===== src/rtl/shift_chain.sv =====
// shift_chain: DEPTH x WIDTH register line with per-stage valid, shift fwd/bwd, single-stage load and flush.
// Tracks occupancy and reports words that fall off either end.
module shift_chain #(
  parameter int WIDTH = 4,
  parameter int DEPTH = 4,
  localparam int IDXW = $clog2(DEPTH)
) (
  input  logic                   clk,
  input  logic                   reset,
  input  logic                   enable_i,
  input  logic [1:0]             mode_i,
  input  logic [WIDTH-1:0]       din_i,
  input  logic                   din_valid_i,
  input  logic [IDXW-1:0]        load_idx_i,
  input  logic [IDXW-1:0]        tap_sel_i,
  output logic [WIDTH*DEPTH-1:0] dout_all_o,
  output logic [DEPTH-1:0]       valid_all_o,
  output logic [WIDTH-1:0]       dout_tap_o,
  output logic                   tap_valid_o,
  output logic [IDXW:0]          count_o,
  output logic                   full_o,
  output logic                   empty_o,
  output logic                   spill_o,
  output logic [WIDTH-1:0]       spill_data_o
);
  localparam logic [1:0] SHIFT_FWD = 2'b00;
  localparam logic [1:0] SHIFT_BWD = 2'b01;
  localparam logic [1:0] LOAD      = 2'b10;
  localparam logic [IDXW:0] DEPTH_W = (IDXW+1)'(DEPTH);
  logic [DEPTH-1:0][WIDTH-1:0] data_q, data_d;
  logic [DEPTH-1:0]            valid_q, valid_d;
  logic [IDXW:0]               count_q, count_d;
  logic                        spill_q, spill_d;
  logic [WIDTH-1:0]            spill_data_q, spill_data_d;
  logic                        tap_ok;
  always_comb begin
    data_d       = data_q;
    valid_d      = valid_q;
    spill_d      = 1'b0;
    spill_data_d = spill_data_q;
    if (enable_i) begin
      if (mode_i == SHIFT_FWD) begin
        data_d       = {data_q[DEPTH-2:0], din_i};
        valid_d      = {valid_q[DEPTH-2:0], din_valid_i};
        spill_d      = valid_q[DEPTH-1];
        spill_data_d = valid_q[DEPTH-1] ? data_q[DEPTH-1] : spill_data_q;
      end else if (mode_i == SHIFT_BWD) begin
        data_d       = {din_i, data_q[DEPTH-1:1]};
        valid_d      = {din_valid_i, valid_q[DEPTH-1:1]};
        spill_d      = valid_q[0];
        spill_data_d = valid_q[0] ? data_q[0] : spill_data_q;
      end else if (mode_i == LOAD) begin
        if ({1'b0, load_idx_i} < DEPTH_W) begin
          data_d[load_idx_i]  = din_i;
          valid_d[load_idx_i] = din_valid_i;
        end
      end else begin
        data_d  = '0;
        valid_d = '0;
      end
    end
    count_d = '0;
    for (int i = 0; i < DEPTH; i++)
      count_d = count_d + (IDXW+1)'(valid_d[i]);
  end
  always_ff @(posedge clk or posedge reset) begin
    if (reset) begin
      data_q       <= '0;
      valid_q      <= '0;
      count_q      <= '0;
      spill_q      <= 1'b0;
      spill_data_q <= '0;
    end else begin
      data_q       <= data_d;
      valid_q      <= valid_d;
      count_q      <= count_d;
      spill_q      <= spill_d;
      spill_data_q <= spill_data_d;
    end
  end
  assign tap_ok       = {1'b0, tap_sel_i} < DEPTH_W;
  assign dout_all_o   = data_q;
  assign valid_all_o  = valid_q;
  assign dout_tap_o   = tap_ok ? data_q[tap_sel_i] : '0;
  assign tap_valid_o  = tap_ok & valid_q[tap_sel_i];
  assign count_o      = count_q;
  assign full_o       = count_q == DEPTH_W;
  assign empty_o      = count_q == '0;
  assign spill_o      = spill_q;
  assign spill_data_o = spill_data_q;
endmodule


===== config.mk =====
export PLATFORM = sky130hd
export DESIGN_NAME = shift_chain
export DESIGN_NICKNAME = d
export VERILOG_FILES = /design/src/rtl/shift_chain.sv
export SDC_FILE = /design/constraint.sdc
export NUM_CORES = 1
export LEC_CHECK = 0
export BUFFER_PORTS_ARGS = -buffer_cell sky130_fd_sc_hd__buf_2
export CAP_MARGIN = 25
export CORE_ASPECT_RATIO = 0.6
export CORE_MARGIN = 4
export CORE_UTILIZATION = 50
export DETAILED_ROUTE_END_ITERATION = 16
export PLACE_DENSITY = 0.83
export SETUP_SLACK_MARGIN = 0.2
export SLEW_MARGIN = 20
export SYNTH_ARGS = -nofsm -noshare
export SYNTH_HDL_FRONTEND = slang
export SYNTH_SLANG_ARGS = --single-unit
export TNS_END_PERCENT = 30

===== constraint.sdc =====
create_clock -name clk -period 3.9 [get_ports clk]
set_input_delay 0.195 -clock clk [delete_from_list [all_inputs] [get_ports clk]]
set_output_delay 0.195 -clock clk [all_outputs]
set_load 0.03 [all_outputs]

==> run_results.csv <==
group,metric,value,unit
run_status,status,"completed",
sta,finClkSkew,0.00254,ns
power_and_ir_drop,p_per_area,506,nW/um2
critical_path,timing.rr.end,"count_o[1]",
critical_path,end_kind,"flip-flop",
min_path,hold_start,"din_i[0]",
power_and_ir_drop,ir_drop,0.000223,V
logic_synthesis,synth.area.top_cells,"dfrtp_1 (41%), mux4_2 (6.6%), a21oi_1 (6.4%)",
critical_path,crit-reg2reg-launch,"valid_all_o[2]",
clocking,htreeDepth,1,
min_path,hold_depth,3,
logic_synthesis,yosysTopAreaCellShare,40.9,%
sta,worst_pin_slew,0.633,ns
sta,max_slew_margin,57.8,%
die,fp.coreArea,3280,um2
critical_path,crit_top_cell,"ha_1",
finish,drive_above_1_share,37.4,%
sta,fmax,0.493,GHz
global_route,grt_start_max_net_pins,18,
logic_synthesis,synth_fp_nets,181,
die,die_y,53.4,um
clocking,cts_inserted_buffers,3,
finish,areaGrowthSynthToFinish,19.7,%
logic_synthesis,synth-seq-cells,28,
clocking,cts.sinks,28,
finish,nNetsFinal,229,
sta,setup-tns-final,0,ns
placement,post-place-cells,251,
die,ioPinCount,49,
sta,period_share,52.0,%
logic_synthesis,yosysSeqAreaShare,40.9,%
die,dieWidth,83.6,um
min_path,hold_path_class,"input port to flip-flop",
finish,final_cells,256,
routing,first_iter_violations,199,
finish,diodes,0,
placement,routabilityCongestion,0.899,
die,core.rowCount,16,
routing,wl_per_cell,18.2,um
routing,route.detailed.drc,0,
clocking,insertion_delay,0.28,ns
clocking,cts-root-buf,"clkbuf_8",
routing,ant_nets,0,
clocking,ctsResizeCount,0,
sta,finalMaxSlewViolations,0,
critical_path,slowest_delay,0.47,ns
logic_synthesis,synthFlopType,"dfrtp_1",
clocking,clockBufferDepth,2,
global_route,antenna_found_initial,0,
logic_synthesis,async_flop_share,100,%
sta,setup_viol,0,
critical_path,crit_path_start_kind,"input port",
min_path,min_to,"dout_all_o[12]",
clocking,cts_tree,"yes",
sta,rsz0062_at_grt,"no",
critical_path,crit_chain,"buf_2 -> inv_2 -> and4_1 -> a31oi_1 -> o21ai_1 -> fa_1 -> ha_1 -> ha_1",
critical_path,cp_max_fo,17,
clocking,clkTransAtPathRegs,0.10,ns
die,start_util,52.2,%
job,cap_viol_max_count,0,
finish,fillers,285,
routing,via_per_inst,6.07,
power_and_ir_drop,leakage,0.963,nW
critical_path,slowest_stage,"fa_1",
logic_synthesis,synth_top_area_cell,"dfrtp_1",
routing,first_pass_iters,5,
die,die_area,4460,um2
global_route,grt_pass1_wl,7.66,mm
logic_synthesis,synthCells,164,
routing,wirelength,4.65,mm
routing,vias,1553,
sta,finalHoldViolCount,0,
placement,port_buffers,48,
logic_synthesis,synth-edff-count,0,
placement,dp_hpwl,3.53,mm
sta,finalCriticalPeriod,2.03,ns
logic_synthesis,synth_warnings,0,
critical_path,cp.arrival,2.20,ns
global_route,gr-usage-all-layers,22.4,%
logic_synthesis,syn_area_per_cell,10.5,um2
critical_path,reg2reg_depth,6,
global_route,grt_pass1_vias,1448,
logic_synthesis,syn_area,1710,um2
critical_path,crit_type,"input port to flip-flop",
global_route,grt_overflow,0,
critical_path,r2r_slack,1.92,ns
critical_path,crit_required,4.07,ns
logic_synthesis,synth_cell_types,42,
==> cell usage after synthesis, types with 3 or more instances <==
master and instances:
nor2_1 20, buf_4 3, dfrtp_1 28, a31oi_1 5, a21oi_1 22, o21ai_1 3, a22oi_1 8, mux4_2 5
nand2_1 19, inv_2 3, o41ai_2 6
==> timing repair <==
action,4_1_cts,5_1_grt
setup buffers,0,0
hold buffers,1,0
endpoints found under the setup margin,0,0
endpoints found under the hold margin,15,0
==> worst max-delay path by stage <==
stage | from | endpoint | cells after the start
5_1_grt | mode_i[1] | count_o[1] | 8
2_1_floorplan | valid_all_o[2] | count_o[1] | 6
3_5_place_dp | mode_i[1] | count_o[1] | 8
6_report | mode_i[1] | count_o[1] | 8
3_3_place_gp | mode_i[1] | count_o[1] | 8
4_1_cts | mode_i[1] | count_o[1] | 8
==> cells in the final DEF (no fill, tap or decap), drive strengths merged, types with 3 or more instances in the layout <==
cell    count
o41ai       6
dfrtp      28
a21oi      23
nand2      19
o21ai       6
inv         5
a22oi       8
clkbuf      3
nand2b      3
a31oi       7
buf        49
nor2       21
mux4        5
==> stage by stage <==
step | power [mW] | cell area (um2) | setup WS (ns) | hold slack, ns | utilization, %
2_1_floorplan | 0.686 | 1710 | 1.91 | 0.260 | -
3_3_place_gp | 0.797 | 1960 | 1.67 | 0.495 | 59.6
3_5_place_dp | 0.811 | 1970 | 1.60 | 0.307 | 60.0
4_1_cts | 1.05 | 2050 | 1.91 | 0.281 | 62.5
5_1_grt | 1.10 | 2050 | 1.79 | 0.290 | 62.5
6_report | 1.04 | 2050 | 1.87 | 0.271 | 62.5
==> state kept, by name (all words and copies together), names as in the netlist <==
| register | cells |
|---|---|
| count_o | 3 |
| dout_all_o | 16 |
| spill_data_o | 4 |
| spill_o | 1 |
| valid_all_o | 4 |
==> report_power, final <==
group | switching [mW] | leakage (nW) | internal [mW]
clock | 0.0968 | 0.0357 | 0.138
combinational | 0.276 | 0.579 | 0.128
sequential | 0.0551 | 0.348 | 0.345
total | 0.428 | 0.963 | 0.611
==> cell families (layout without fill, tap and decap cells) <==
group           Yosys count  count (layout)  share of synthesized area [%]
mux                       7               7                           7.74
buf+inv                  12              59                           4.31
simple gates             55              55                           16.0
compound gates           59              59                           28.5
fa+ha+maj                 3               3                           2.63
flops                    28              28                           40.9
==> routing by layer <==
metal	wire length, um	global-route usage, %
met5	0	0
met4	80	4.81
met3	592	8.24
met2	1980	32.5
met1	2000	32.0
==> area by class of cell <==
type                    count  area, um2  share of cell area (%)
inverters                   5       18.8                   0.915
flip-flops and latches     28        701                    34.1
repair buffers             50        265                    12.9
clock buffers               3       41.3                    2.01
well taps                  45       56.3                    2.74
multi-input cells         124        940                    45.8
clock inverters             1       30.0                    1.46
==> worst max-delay path, delay by kind of cell <==
| kind | cells | cell delay (ns) |
|---|---|---|
| buffers and inverters | 2 | 0.55 |
| AOI/OAI and AO/OA | 2 | 0.28 |
| adders and majority gates | 3 | 0.92 |
| and+or+nand+nor | 1 | 0.24 |
Power figures use the tool's default switching activity.
